File: config.mk
export PLATFORM = sky130hd
export DESIGN_NAME = piezo_tone_decoder
export DESIGN_NICKNAME = d
export VERILOG_FILES = /design/src/rtl/piezo_tone_decoder.sv
export SDC_FILE = /design/constraint.sdc
export NUM_CORES = 1
export LEC_CHECK = 0
export CAP_MARGIN = 20
export CORE_MARGIN = 2
export CORE_UTILIZATION = 55
export DETAILED_ROUTE_END_ITERATION = 10
export HOLD_SLACK_MARGIN = 0.08
export PLACE_DENSITY = 0.79
export SETUP_SLACK_MARGIN = 0.2
export SLEW_MARGIN = 30
export SYNTH_ARGS = -nofsm -noshare
export SYNTH_HDL_FRONTEND = slang
export SYNTH_SLANG_ARGS = --single-unit
File: constraint.sdc
create_clock -name CLK_1MHZ -period 4.9 [get_ports CLK_1MHZ]
set_input_delay 0.735 -clock CLK_1MHZ [delete_from_list [all_inputs] [get_ports CLK_1MHZ]]
set_output_delay 0.735 -clock CLK_1MHZ [all_outputs]
set_load 0.005 [all_outputs]
File: src/rtl/piezo_tone_decoder.sv
`timescale 1ns/1ps
`default_nettype none
// ============================================================================
// Module   : piezo_tone_decoder
// Brief    : Recovers the note code and duration from a piezo square wave.
// Revision : 1.0
// ============================================================================

module piezo_tone_decoder #(
  parameter int LOCK_CNT = 4,
  parameter int TOL      = 8,
  parameter int QUARTER  = 250000,
  parameter int MAX_HALF = 2047
) (
  input  logic       RESETN,
  input  logic       CLK_1MHZ,
  input  logic       PIEZO_IN,
  output logic [3:0] NOTE,
  output logic       NOTE_VALID,
  output logic       NOTE_DONE,
  output logic [3:0] LAST_NOTE,
  output logic [7:0] DUR
);

  localparam int c_HPW = $clog2(MAX_HALF + 1);
  localparam int c_TW  = $clog2(QUARTER);
  localparam int c_MW  = $clog2(LOCK_CNT + 1);

  localparam logic [c_HPW-1:0] c_HP_MAX     = c_HPW'(MAX_HALF);
  localparam logic [c_TW-1:0]  c_TICK_LAST  = c_TW'(QUARTER - 1);
  localparam logic [c_TW-1:0]  c_TICK_HALF  = c_TW'(QUARTER / 2);
  localparam logic [c_MW-1:0]  c_MATCH_LOCK = c_MW'(LOCK_CNT);

  typedef enum logic [1:0] {
    SILENT  = 2'd0,
    ACQUIRE = 2'd1,
    LOCKED  = 2'd2
  } state_t;

  function automatic int note_half(input int code);
    case (code)
      1:       note_half = 675;
      2:       note_half = 758;
      3:       note_half = 851;
      4:       note_half = 902;
      5:       note_half = 955;
      6:       note_half = 1012;
      7:       note_half = 1136;
      8:       note_half = 1204;
      9:       note_half = 1275;
      10:      note_half = 1351;
      11:      note_half = 1431;
      12:      note_half = 1516;
      13:      note_half = 1607;
      default: note_half = 0;
    endcase
  endfunction

  // Table entries are half-period minus one, so the edge-to-edge count is F+1.
  function automatic logic [3:0] classify(input logic [c_HPW:0] h);
    int          hv;
    int          ref_h;
    logic [3:0]  code;
    hv   = int'(h);
    code = 4'd0;
    for (int i = 1; i <= 13; i++) begin
      ref_h = note_half(i) + 1;
      if (hv >= ref_h - TOL && hv <= ref_h + TOL) code = 4'(i);
    end
    return code;
  endfunction

  logic [1:0]       r_sync;
  logic             r_prev;
  logic [c_HPW-1:0] r_hp;
  state_t           r_state;
  logic [3:0]       r_cand;
  logic [c_MW-1:0]  r_match;
  logic [c_TW-1:0]  r_tick;
  logic [7:0]       r_qcnt;
  logic [3:0]       r_note;
  logic             r_valid;
  logic             r_done;
  logic [3:0]       r_last;
  logic [7:0]       r_dur;

  logic             w_edge;
  logic [c_HPW:0]   w_h;
  logic [3:0]       w_code;
  logic             w_timeout;
  logic [c_MW-1:0]  w_match_inc;
  logic [8:0]       w_dur_sum;
  logic [7:0]       w_dur;

  assign w_edge      = r_sync[1] ^ r_prev;
  assign w_h         = {1'b0, r_hp} + {{c_HPW{1'b0}}, 1'b1};
  assign w_code      = classify(w_h);
  assign w_timeout   = !w_edge && (r_hp == c_HP_MAX);
  assign w_match_inc = r_match + c_MW'(1);
  assign w_dur_sum   = {1'b0, r_qcnt} + {8'd0, (r_tick >= c_TICK_HALF)};
  assign w_dur       = w_dur_sum[8] ? 8'hFF : w_dur_sum[7:0];

  always_ff @(posedge CLK_1MHZ or negedge RESETN) begin
    if (!RESETN) begin
      r_sync  <= 2'b00;
      r_prev  <= 1'b0;
      r_hp    <= c_HP_MAX;
      r_state <= SILENT;
      r_cand  <= 4'd0;
      r_match <= '0;
      r_tick  <= '0;
      r_qcnt  <= 8'd0;
      r_note  <= 4'd0;
      r_valid <= 1'b0;
      r_done  <= 1'b0;
      r_last  <= 4'd0;
      r_dur   <= 8'd0;
    end else begin
      r_sync <= {r_sync[0], PIEZO_IN};
      r_prev <= r_sync[1];
      r_done <= 1'b0;

      if (w_edge)
        r_hp <= '0;
      else if (r_hp != c_HP_MAX)
        r_hp <= r_hp + c_HPW'(1);

      // Elapsed time runs from the first candidate edge until the note ends.
      if (r_state != SILENT) begin
        if (r_tick == c_TICK_LAST) begin
          r_tick <= '0;
          if (r_qcnt != 8'hFF) r_qcnt <= r_qcnt + 8'd1;
        end else begin
          r_tick <= r_tick + c_TW'(1);
        end
      end

      case (r_state)
        SILENT: begin
          if (w_edge && w_code != 4'd0) begin
            r_cand  <= w_code;
            r_match <= c_MW'(1);
            r_tick  <= '0;
            r_qcnt  <= 8'd0;
            r_state <= ACQUIRE;
          end
        end
        ACQUIRE: begin
          if (w_edge) begin
            if (w_code == 4'd0) begin
              r_state <= SILENT;
            end else if (w_code == r_cand) begin
              r_match <= w_match_inc;
              if (w_match_inc == c_MATCH_LOCK) begin
                r_note  <= r_cand;
                r_valid <= 1'b1;
                r_state <= LOCKED;
              end
            end else begin
              r_cand  <= w_code;
              r_match <= c_MW'(1);
              r_tick  <= '0;
              r_qcnt  <= 8'd0;
            end
          end else if (w_timeout) begin
            r_state <= SILENT;
          end
        end
        LOCKED: begin
          if ((w_edge && w_code != r_note) || w_timeout) begin
            r_done  <= 1'b1;
            r_last  <= r_note;
            r_dur   <= w_dur;
            r_note  <= 4'd0;
            r_valid <= 1'b0;
            if (w_edge && w_code != 4'd0) begin
              r_cand  <= w_code;
              r_match <= c_MW'(1);
              r_tick  <= '0;
              r_qcnt  <= 8'd0;
              r_state <= ACQUIRE;
            end else begin
              r_state <= SILENT;
            end
          end
        end
        default: r_state <= SILENT;
      endcase
    end
  end

  assign NOTE       = r_note;
  assign NOTE_VALID = r_valid;
  assign NOTE_DONE  = r_done;
  assign LAST_NOTE  = r_last;
  assign DUR        = r_dur;

endmodule

`default_nettype wire

==> impl_metrics.xml, run 1 <==
<?xml version="1.0" encoding="UTF-8"?>
<metrics>
  <group name="cts">
    <metric name="postCtsHoldBufs" unit="">0</metric>
    <metric name="cts_max_path_buffers" unit="">2</metric>
    <metric name="tritoncts_num_sinks" unit="">67</metric>
    <metric name="cts-buffers-inserted" unit="">9</metric>
    <metric name="clock_insertion_delay_worst_skew" unit="ns">0.35</metric>
    <metric name="clkSlewWorstSetupHoldPaths" unit="ns">0.08</metric>
    <metric name="clock-root-buffer" unit="">clkbuf_8</metric>
    <metric name="tritoncts" unit="">built</metric>
    <metric name="cts-htree-levels" unit="">3</metric>
  </group>
  <group name="placed_design">
    <metric name="numPlacedInstances" unit="">707</metric>
    <metric name="place.detailed.hpwl" unit="mm">9.33</metric>
    <metric name="finalWeightedCongestion" unit="">1.01</metric>
    <metric name="place.port_buffers" unit="">20</metric>
    <metric name="detailed_place.area" unit="um2">5470</metric>
  </group>
  <group name="drt">
    <metric name="route.vias.total" unit="">4610</metric>
    <metric name="drt-total-wl" unit="mm">12.8</metric>
    <metric name="ant_nets" unit="">0</metric>
    <metric name="drt-wirelength-per-cell" unit="um">17.7</metric>
    <metric name="drc_errors" unit="">0</metric>
    <metric name="drtIter0Drc" unit="">343</metric>
    <metric name="via_per_inst" unit="">6.38</metric>
    <metric name="drt_pass1_iterations" unit="">7</metric>
  </group>
  <group name="grt">
    <metric name="grt_pass1_wl" unit="mm">21.3</metric>
    <metric name="antenna_violations_before_repair" unit="">0</metric>
    <metric name="grt_overflow" unit="">0</metric>
    <metric name="grt_max_degree" unit="">68</metric>
    <metric name="globalRouteTotalUtil" unit="">0.261</metric>
    <metric name="first_global_vias" unit="">4424</metric>
  </group>
  <group name="floorplanning">
    <metric name="row_count" unit="">35</metric>
    <metric name="dieWidth" unit="um">101</metric>
    <metric name="initial_utilization" unit="">0.565</metric>
    <metric name="floorplan.core_area" unit="um2">9200</metric>
    <metric name="ioPinCount" unit="">21</metric>
    <metric name="dieHeight" unit="um">101</metric>
    <metric name="die-area" unit="um2">10200</metric>
  </group>
  <group name="synthesis">
    <metric name="syn_nets" unit="">612</metric>
    <metric name="synth_top_area_cell" unit="">dfrtp_1</metric>
    <metric name="synth_sequential_area_ratio" unit="">0.325</metric>
    <metric name="syn_area_per_cell" unit="um2">8.69</metric>
    <metric name="synth_edf_count" unit="">0</metric>
    <metric name="yosysTopAreaCellShare" unit="">0.270</metric>
    <metric name="synthCells" unit="">598</metric>
    <metric name="synth.cell_area" unit="um2">5200</metric>
    <metric name="ys.warnings.count" unit="">0</metric>
    <metric name="ys_top_cells_by_area" unit="">dfrtp_1, dfstp_2, nor2_1</metric>
    <metric name="synth-main-ff-cell" unit="">dfrtp_1</metric>
    <metric name="yosys_register_bits" unit="">67</metric>
    <metric name="synth_cell_types" unit="">97</metric>
    <metric name="synth_async_sr_flop_share" unit="">1.00</metric>
  </group>
  <group name="min_path">
    <metric name="hp-class" unit="">reg -&gt; reg</metric>
  </group>
  <group name="cells_and_area">
    <metric name="flow.area_growth_from_synthesis" unit="%">9.13</metric>
    <metric name="finish.utilization" unit="">0.617</metric>
    <metric name="final_nets" unit="">621</metric>
    <metric name="layout.cell_area.non_filler" unit="um2">5670</metric>
    <metric name="final_cell_count_no_fill" unit="">723</metric>
    <metric name="layout-drive-gt1-share" unit="">0.178</metric>
    <metric name="antenna_cells" unit="">0</metric>
  </group>
  <group name="job">
    <metric name="maxCapViolations" unit="">0</metric>
  </group>
  <group name="setup_path">
    <metric name="critical_path.reg2reg.endpoint" unit="">NOTE[0]$_DFFE_PN0P_</metric>
    <metric name="critPathMaxStageDelay" unit="ns">0.78</metric>
    <metric name="cp.buffers_inverters" unit="">0</metric>
    <metric name="category_of_the_critical_setup_timing_path" unit="">reg -&gt; reg</metric>
    <metric name="worstSetupStartpointType" unit="">register</metric>
    <metric name="timing.critical_path.from" unit="">r_hp[4]$_DFFE_PN1P_</metric>
    <metric name="family_of_cells_with_the_greatest_summed_delay_on_the_critical_path" unit="">simple AND/OR/NAND/NOR gates</metric>
    <metric name="cp_max_fo" unit="">22</metric>
    <metric name="path_cells" unit="">nand4_2, nor2_1, xor2_1, o311a_1, or3b_1, a22oi_1, nor3_4, xnor2_1, nor4_4, and3_2, nor3b_4, mux2_2</metric>
    <metric name="regToRegSetupSlack" unit="ns">0.50</metric>
    <metric name="timing.critical_path.slowest_stage_cell" unit="">dfstp_2</metric>
    <metric name="worst_setup_path_endpoint" unit="">NOTE[0]$_DFFE_PN0P_</metric>
    <metric name="regToRegStartpoint" unit="">r_hp[4]$_DFFE_PN1P_</metric>
    <metric name="cp_num_cells" unit="">12</metric>
    <metric name="worstSetupEndpointType" unit="">register</metric>
    <metric name="critPathRequiredTime" unit="ns">5.14</metric>
    <metric name="timing.critical_path.arrival" unit="ns">4.64</metric>
    <metric name="timing.reg2reg.worst_path_depth" unit="">12</metric>
  </group>
  <group name="timing">
    <metric name="timing.setup.tns" unit="ns">0</metric>
    <metric name="final-setup-viol-count" unit="">0</metric>
    <metric name="worst_clock_skew" unit="ns">0.0153</metric>
    <metric name="slew_headroom" unit="">0.443</metric>
    <metric name="min_period" unit="ns">4.40</metric>
    <metric name="drv_slew" unit="">0</metric>
    <metric name="unrepaired_setup_endpoints_after_global_routing" unit="">false</metric>
    <metric name="hold_viol_final" unit="">0</metric>
    <metric name="hold_slack" unit="ns">0.349</metric>
    <metric name="fin_crit_sh" unit="">0.897</metric>
    <metric name="max_freq" unit="GHz">0.227</metric>
    <metric name="worstMarginPinSlew" unit="ns">0.835</metric>
  </group>
  <group name="power_and_ir_drop">
    <metric name="power_density" unit="nW/um2">207</metric>
    <metric name="power_leakage" unit="nW">2.37</metric>
    <metric name="peakVddDrop" unit="uV">148</metric>
  </group>
  <group name="run_status">
    <metric name="outcome" unit="">finished, final reports clean</metric>
  </group>
</metrics>
-- metrics by stage --
step | power, mW | setup WS (ns)
after detailed placement | 0.713 | 0.338
after CTS | 1.18 | 0.316
after global placement | 0.710 | 0.419
after global routing | 1.23 | 0.275
after floorplan | 0.674 | 1.01
final | 1.17 | 0.504
-- layer usage --
layer,vias up,track usage,routed length (um)
li1,2191,-,-
met4,0,0.0894,251
met2,153,0.434,6310
met5,-,0,0
met1,2240,0.350,5530
met3,26,0.0386,711
-- layout make-up --
type                            instances  area [um2]
Timing Repair Buffer                   41         365
Sequential cell                        67        1690
Tap cell                              111         139
Inverter                               18        67.6
Clock buffer                            9         124
Fill cell                             781        3530
Multi-Input combinational cell        470        3210
Clock inverter                          7        76.3
-- report_power, final --
part	internal (mW)	switching [mW]
clock	0.237	0.229
sequential	0.561	0.00445
combinational	0.0448	0.0970
-- worst min path at each step --
| stage | from | endpoint | slack, ns | depth (start not counted) |
|---|---|---|---|---|
| floorplan | r_sync[0]$_DFF_PN0_ | r_sync[1]$_DFF_PN0_ | 0.33 | 0 |
| global placement | r_sync[0]$_DFF_PN0_ | r_sync[1]$_DFF_PN0_ | 0.33 | 0 |
| detailed placement | r_sync[0]$_DFF_PN0_ | r_sync[1]$_DFF_PN0_ | 0.34 | 0 |
| CTS | r_sync[0]$_DFF_PN0_ | r_sync[1]$_DFF_PN0_ | 0.35 | 0 |
| global route | r_sync[0]$_DFF_PN0_ | r_sync[1]$_DFF_PN0_ | 0.36 | 0 |
| finish | r_sync[0]$_DFF_PN0_ | r_sync[1]$_DFF_PN0_ | 0.35 | 0 |
-- kinds of logic (layout without fill, tap and decap cells) --
kind of cell,Yosys count,in the layout,synth area share
AO/OA/AOI/OAI,152,152,0.213
flip-flops,67,67,0.325
buffers and inverters,61,75,0.0597
AND/OR/NAND/NOR,248,248,0.266
adder cells (fa/ha/maj),12,12,0.0284
multiplexers,20,20,0.0421
XOR/XNOR,38,38,0.0655
-- synth_stat cells (all sizes together), types with 4 or more instances --
| library cell | n |
|---|---|
| a211oi | 8 |
| a21boi | 6 |
| a21o | 5 |
| a21oi | 27 |
| a31oi | 14 |
| and2 | 6 |
| and3 | 8 |
| and3b | 6 |
| buf | 30 |
| clkbuf | 13 |
| dfrtp | 56 |
| dfstp | 11 |
| ha | 11 |
| inv | 17 |
| mux2 | 15 |
| mux2i | 5 |
| nand2 | 51 |
| nand2b | 6 |
| nand3 | 30 |
| nand4 | 13 |
| nor2 | 65 |
| nor2b | 10 |
| nor3 | 12 |
| nor4 | 13 |
| o211ai | 4 |
| o21a | 4 |
| o21ai | 28 |
| o22ai | 8 |
| o31ai | 7 |
| o41ai | 4 |
| or2 | 7 |
| or3 | 6 |
| xnor2 | 21 |
| xor2 | 17 |
-- state kept, by name (all words and copies together), names as in the netlist, 2 cells and up --
name and cells:
DUR 8, NOTE 4, r_state 2, r_match 3, r_tick 18, r_sync 2, r_cand 4, LAST_NOTE 4
r_hp 11, r_qcnt 8
-- cell usage in the layout (no fill, tap or decap), types with 4 or more instances in the layout --
| master | count |
|---|---|
| a211oi_1 | 6 |
| a21o_1 | 5 |
| a21oi_1 | 27 |
| a31oi_1 | 13 |
| and2_1 | 5 |
| and3_1 | 7 |
| and3b_1 | 6 |
| buf_4 | 20 |
| clkbuf_8 | 9 |
| clkdlybuf4s50_1 | 19 |
| dfrtp_1 | 56 |
| dfstp_2 | 11 |
| ha_1 | 10 |
| inv_1 | 15 |
| mux2_1 | 8 |
| mux2_2 | 7 |
| mux2i_1 | 5 |
| nand2_1 | 50 |
| nand2b_1 | 6 |
| nand3_1 | 28 |
| nand4_1 | 12 |
| nor2_1 | 55 |
| nor2_2 | 10 |
| nor2b_1 | 10 |
| nor3_1 | 9 |
| nor4_1 | 10 |
| o21a_1 | 4 |
| o21ai_0 | 24 |
| o22ai_1 | 7 |
| o31ai_1 | 4 |
| or2_2 | 6 |
| or3_1 | 6 |
| xnor2_1 | 20 |
| xor2_1 | 17 |
-- what timing repair did --
action	in CTS	in global routing
gates resized for setup	0	4
setup endpoints to repair	0	46
setup buffers	0	0
Power figures use the tool's default switching activity.
==> inputs of run 2 (changes only) <==
- ABC_AREA: default -> 0
- CAP_MARGIN: 20 -> 30
- GPL_TIMING_DRIVEN: default -> 0
==> run 2 against run 1 <==
Effect of this change:
- non-clock buffer count up 24
- combinational power is 9% higher
- hold slack got worse by 0.061 ns
- critical path depth grew 5
- flip-flop and latch count stayed put
- first-iteration DRC count is 31% lower
- largest cell class unchanged
==> impl_metrics.xml, run 2 (synthesis results as in run 1) <==
<?xml version="1.0" encoding="UTF-8"?>
<metrics>
  <group name="setup_path">
    <metric name="timing.critical_path.arrival" unit="ns">4.75</metric>
    <metric name="category_of_the_critical_setup_timing_path" unit="">reg -&gt; reg</metric>
    <metric name="worstSetupEndpointType" unit="">register</metric>
    <metric name="critPathRequiredTime" unit="ns">5.12</metric>
    <metric name="cp_max_fo" unit="">10</metric>
    <metric name="worstSetupStartpointType" unit="">register</metric>
  </group>
  <group name="power_and_ir_drop">
    <metric name="power_leakage" unit="nW">2.43</metric>
    <metric name="peakVddDrop" unit="uV">153</metric>
    <metric name="post_layout_total_power" unit="mW">1.18</metric>
    <metric name="power_density" unit="nW/um2">205</metric>
  </group>
  <group name="drt">
    <metric name="via_per_inst" unit="">6.31</metric>
    <metric name="route.vias.total" unit="">4715</metric>
    <metric name="drt-wirelength-per-cell" unit="um">18.0</metric>
    <metric name="drc_errors" unit="">0</metric>
    <metric name="drt-total-wl" unit="mm">13.5</metric>
    <metric name="drtIter0Drc" unit="">236</metric>
    <metric name="ant_nets" unit="">0</metric>
    <metric name="drt_pass1_iterations" unit="">5</metric>
  </group>
  <group name="grt">
    <metric name="globalRouteTotalUtil" unit="">0.278</metric>
    <metric name="antenna_violations_before_repair" unit="">0</metric>
    <metric name="grt_overflow" unit="">0</metric>
    <metric name="first_global_vias" unit="">4619</metric>
    <metric name="grt_pass1_wl" unit="mm">22.6</metric>
    <metric name="grt_max_degree" unit="">47</metric>
  </group>
  <group name="timing">
    <metric name="final-setup-viol-count" unit="">0</metric>
    <metric name="drv_slew" unit="">0</metric>
    <metric name="max_freq" unit="GHz">0.221</metric>
    <metric name="slew_headroom" unit="">0.514</metric>
    <metric name="hold_viol_final" unit="">0</metric>
    <metric name="unrepaired_setup_endpoints_after_global_routing" unit="">false</metric>
    <metric name="fin_crit_sh" unit="">0.923</metric>
    <metric name="min_period" unit="ns">4.52</metric>
    <metric name="worst_clock_skew" unit="ns">0.0154</metric>
    <metric name="worstMarginPinSlew" unit="ns">0.723</metric>
    <metric name="timing.setup.tns" unit="ns">0</metric>
    <metric name="layout_setup_ws" unit="ns">0.375</metric>
  </group>
  <group name="floorplanning">
    <metric name="initial_utilization" unit="">0.565</metric>
    <metric name="ioPinCount" unit="">21</metric>
    <metric name="row_count" unit="">35</metric>
    <metric name="die-area" unit="um2">10200</metric>
    <metric name="dieWidth" unit="um">101</metric>
    <metric name="floorplan.core_area" unit="um2">9200</metric>
    <metric name="dieHeight" unit="um">101</metric>
  </group>
  <group name="cells_and_area">
    <metric name="mostFrequentLayoutCell" unit="">dfrtp_1</metric>
    <metric name="antenna_cells" unit="">0</metric>
    <metric name="flow.area_growth_from_synthesis" unit="%">11.0</metric>
    <metric name="layout.cells.most_common_list" unit="">dfrtp_1, nor2_1, nand2_1</metric>
    <metric name="max_reg_flops" unit="">18</metric>
    <metric name="registers.top_by_ff_count" unit="">r_tick</metric>
    <metric name="final_nets" unit="">645</metric>
    <metric name="largestRegisters" unit="">r_tick (18), r_hp (11)</metric>
    <metric name="layout-drive-gt1-share" unit="">0.182</metric>
  </group>
  <group name="placed_design">
    <metric name="finalWeightedCongestion" unit="">1.01</metric>
    <metric name="place.port_buffers" unit="">20</metric>
    <metric name="dpl_worst_slack" unit="ns">0.318</metric>
    <metric name="place.detailed.hpwl" unit="mm">9.96</metric>
  </group>
  <group name="cts">
    <metric name="cts-htree-levels" unit="">3</metric>
    <metric name="tritoncts_num_sinks" unit="">67</metric>
    <metric name="clock_insertion_delay_worst_skew" unit="ns">0.35</metric>
    <metric name="tritoncts" unit="">built</metric>
    <metric name="clock-root-buffer" unit="">clkbuf_8</metric>
    <metric name="postCtsHoldBufs" unit="">0</metric>
    <metric name="cts-buffers-inserted" unit="">9</metric>
    <metric name="cts_max_path_buffers" unit="">2</metric>
    <metric name="clkSlewWorstSetupHoldPaths" unit="ns">0.08</metric>
  </group>
  <group name="job">
    <metric name="maxCapViolations" unit="">0</metric>
  </group>
  <group name="run_status">
    <metric name="outcome" unit="">finished, final reports clean</metric>
  </group>
  <group name="min_path">
    <metric name="hp-class" unit="">in -&gt; async</metric>
  </group>
</metrics>
==> run 2: cell types whose count changed in the layout (fill, tap and decap cells not counted), moves of 2 or more <==
cell      previous run  this run
buf_2                1        14
buf_4               20        15
buf_6                0         2
clkbuf_1             0        14
==> run 2: metrics by stage <==
step | area (um2) | util | hold slack, ns | std cells
2_1_floorplan | 5200 | - | 0.331 | 598
3_3_place_gp | 5540 | 0.602 | 0.335 | 729
3_5_place_dp | 5560 | 0.605 | 0.339 | 730
4_1_cts | 5750 | 0.626 | 0.274 | 746
5_1_grt | 5770 | 0.627 | 0.289 | 747
6_report | 5770 | 0.627 | 0.287 | 747
==> run 2: what timing repair did <==
item | 4_1_cts | 5_1_grt
buffers inserted | 0 | 1
setup endpoints to repair | 0 | 34
resized for setup | 0 | 4
==> run 2: final cells by class <==
cell class / count / area, um2
inverters: 18 / 67.6
multi-input cells: 470 / 3200
clock buffers: 10 / 128
well taps: 111 / 139
flip-flops and latches: 67 / 1690
plain buffers: 43 / 243
fillers: 796 / 3430
repair buffers: 22 / 233
clock inverters: 6 / 65.1
==> run 2: where the power goes <==
part	total [mW]	switching, mW	internal (mW)
Clock	0.460	0.224	0.236
Combinational	0.155	0.105	0.0498
Sequential	0.565	0.00424	0.561
Total	1.18	0.333	0.847
==> run 2: final timing paths <==
path / start / to / slack [ns] / cells past startpoint
worst max-delay path: r_hp[0]$_DFFE_PN1P_ / DUR[6]$_DFFE_PN0P_ / 0.38 / 17
worst min-delay path: RESETN / r_state[0]$_DFFE_PN0P_ / 0.29 / 1
worst max register to register: r_hp[0]$_DFFE_PN1P_ / DUR[6]$_DFFE_PN0P_ / 0.38 / 17
worst min register to register: r_sync[0]$_DFF_PN0_ / r_sync[1]$_DFF_PN0_ / 0.35 / 0
max in group asynchronous: RESETN / r_hp[9]$_DFFE_PN1P_ / 4.02 / 2
min in group CLK_1MHZ: r_sync[0]$_DFF_PN0_ / r_sync[1]$_DFF_PN0_ / 0.35 / 0
==> run 2: critical path, stage by stage (launching register included) <==
cell and delay [ns]:
dfstp_2 0.55, buf_4 0.17, buf_4 0.20, inv_1 0.08
ha_1 0.19, clkbuf_1 0.22, or4_1 0.52, nand2_1 0.10
a2111oi_0 0.10, o41ai_1 0.39, buf_4 0.18, nand2_1 0.08
o21a_1 0.19, o21ai_1 0.30, nor3_2 0.15, nor4_4 0.42
buf_6 0.22, mux2_1 0.33
==> run 2: metal layers <==
layer,wire length [um],vias up,track usage
met5,0,-,0
met4,333,0,0.113
met3,767,28,0.0414
met2,6650,164,0.457
met1,5710,2278,0.371
li1,-,2245,-
==> variant: new RTL, settings of run 2 <==
The parameter `QUARTER` goes from 250000 to 500000.
--- a/src/rtl/piezo_tone_decoder.sv
+++ b/src/rtl/piezo_tone_decoder.sv
@@ -9,7 +9,7 @@
 module piezo_tone_decoder #(
   parameter int LOCK_CNT = 4,
   parameter int TOL      = 8,
-  parameter int QUARTER  = 250000,
+  parameter int QUARTER  = 500000,
   parameter int MAX_HALF = 2047
 ) (
   input  logic       RESETN,
Behaviour: no difference found for any inputs over 10 cycles, from zero or initial values and one cycle with RESETN low; that may be too few to reach the edited logic, so the function may still have changed.
==> variant against run 2 <==
Non-clock buffer count up 3. Final cell count up 9.5%. Critical path depth down 2. Total power up 15%. Synthesized cell count up 8.2%. Routed wire length up 18%. Final area up 5.3%. Area after synthesis up 3.0%. Sequential power up 1%. Worst setup slack better by 0.060 ns. Sequential cell count up 1. Largest power group is now clock. Highest routed layer unchanged.
==> variant: results (changes against run 2) <==
| Metric | Value |
|---|---|
| Critical Path AT | 4.70 ns (-0.05 ns) |
| Int Power | 1.01 mW (+19%) |
| Time the final worst path needs with I/O delays and setup | 4.46 ns (-0.0602 ns) |
| Sink count of the clock tree | 68 (+1.5%) |
| Share of synthesized registers carrying an async set or reset | 1.00 (unchanged) |
| Syn nets | 661 (+8.0%) |
| CTS HTree Levels | 3 (unchanged) |
| Xor/xnor share of the synthesized area | 0.0552 (-0.0103) |
| Seq/Total Area, Yosys | 0.321 (-0.00476) |
| Layout Skew | 0.0152 ns (-0.000242 ns) |
| Inverter count | 25 (+7) |
| Max FFs per register | 19 (+1) |
| Top area cells in the synthesized netlist | sky130_fd_sc_hd__dfrtp_1 27%, sky130_fd_sc_hd__dfstp_2 5.4%, sky130_fd_sc_hd__nor2_1 4.3% |
| First-pass GRT wire length | 25400 µm (+12%) |
| Wire length per cell | 19.4 µm (+7.6%) |
| Largest net degree at the start of global routing | 53 (+13%) |
| FF-to-FF path depth | 15 (-2) |
| Non-clock buffering overhead | 0.0756 (-0.00686) |
| Grt met1 use | 0.407 (+0.0366) |
| Layout cells sized above 1 | 0.153 (-0.0291) |
| Status | finished clean |
| Hpwl dp | 11700 µm (+17%) |
| Wire length on met3 | 1170 µm (+53%) |
| Worst slew margin relative to its limit | 0.547 (+0.0328) |
| Met2 GRT Util | 0.498 (+0.0408) |
| Post-route standard cell area excluding fillers | 6070 µm² (+5.3%) |
| Routed metal-1 wire length | 6540 µm (+14%) |
| Clock buffers and inverters, area share | 0.0435 (+0.0100) |
| Total of fill cells in the finished design | 824 (+3.5%) |
| Total global-route track usage | 0.312 (+0.0342) |
| Repair and plain buffers | 68 (+4.6%) |
| Initial DRC Count | 466 (+97%) |
| Fraction of area in multi-input gates | 0.556 (about the same) |
| Share of the final layout cell area in sequential cells | 0.282 (-0.0107) |
| Compound-cell area share of the yosys netlist | 0.233 (+0.0200) |
| Share of synthesized cell area in full adder, half adder and majority cells | 0.0257 (-0.00269) |
| Number of cells after detailed placement | 801 (+9.7%) |
| Number of cells upsized or downsized after cts | 2 (+2) |
| Vias/cell | 6.41 (+1.5%) |
| Met3 track demand over resource | 0.0631 (+0.0216) |
| Via count of the first global-routing pass | 4942 (+7.0%) |
| Count of mapped cells out of synthesis | 647 (+8.2%) |
| Met2 wire length | 7370 µm (+11%) |
| Area of the die | 10500 µm² (+2.9%) |
| Power Density | 224 nW/µm² (+9.6%) |
| Non-filler instance count after layout | 818 (+9.5%) |
## variant: cell count changes after synthesis, moves of 6 or more
cell / run 2 / this run
sky130_fd_sc_hd__nor2_2: 10 / 1
sky130_fd_sc_hd__buf_4: 13 / 2
sky130_fd_sc_hd__and3_1: 7 / 14
sky130_fd_sc_hd__nor2_1: 55 / 61
sky130_fd_sc_hd__nor3_1: 9 / 15
sky130_fd_sc_hd__nand2b_1: 6 / 12
sky130_fd_sc_hd__inv_1: 15 / 24
sky130_fd_sc_hd__nor3_2: 1 / 8
sky130_fd_sc_hd__a21oi_1: 27 / 42
sky130_fd_sc_hd__o211ai_1: 3 / 9
sky130_fd_sc_hd__buf_2: 14 / 24
## variant: worst reg2reg max path: cells and delay by family (launching register included)
family	cells	cell delay, ns
AOI/OAI and AO/OA	3	0.50
xor gates and xnor gates	1	0.25
adders and majority gates	1	0.26
buffers and inverters	3	0.89
DFF	1	0.56
muxes	1	0.36
and+or+nand+nor	6	1.53
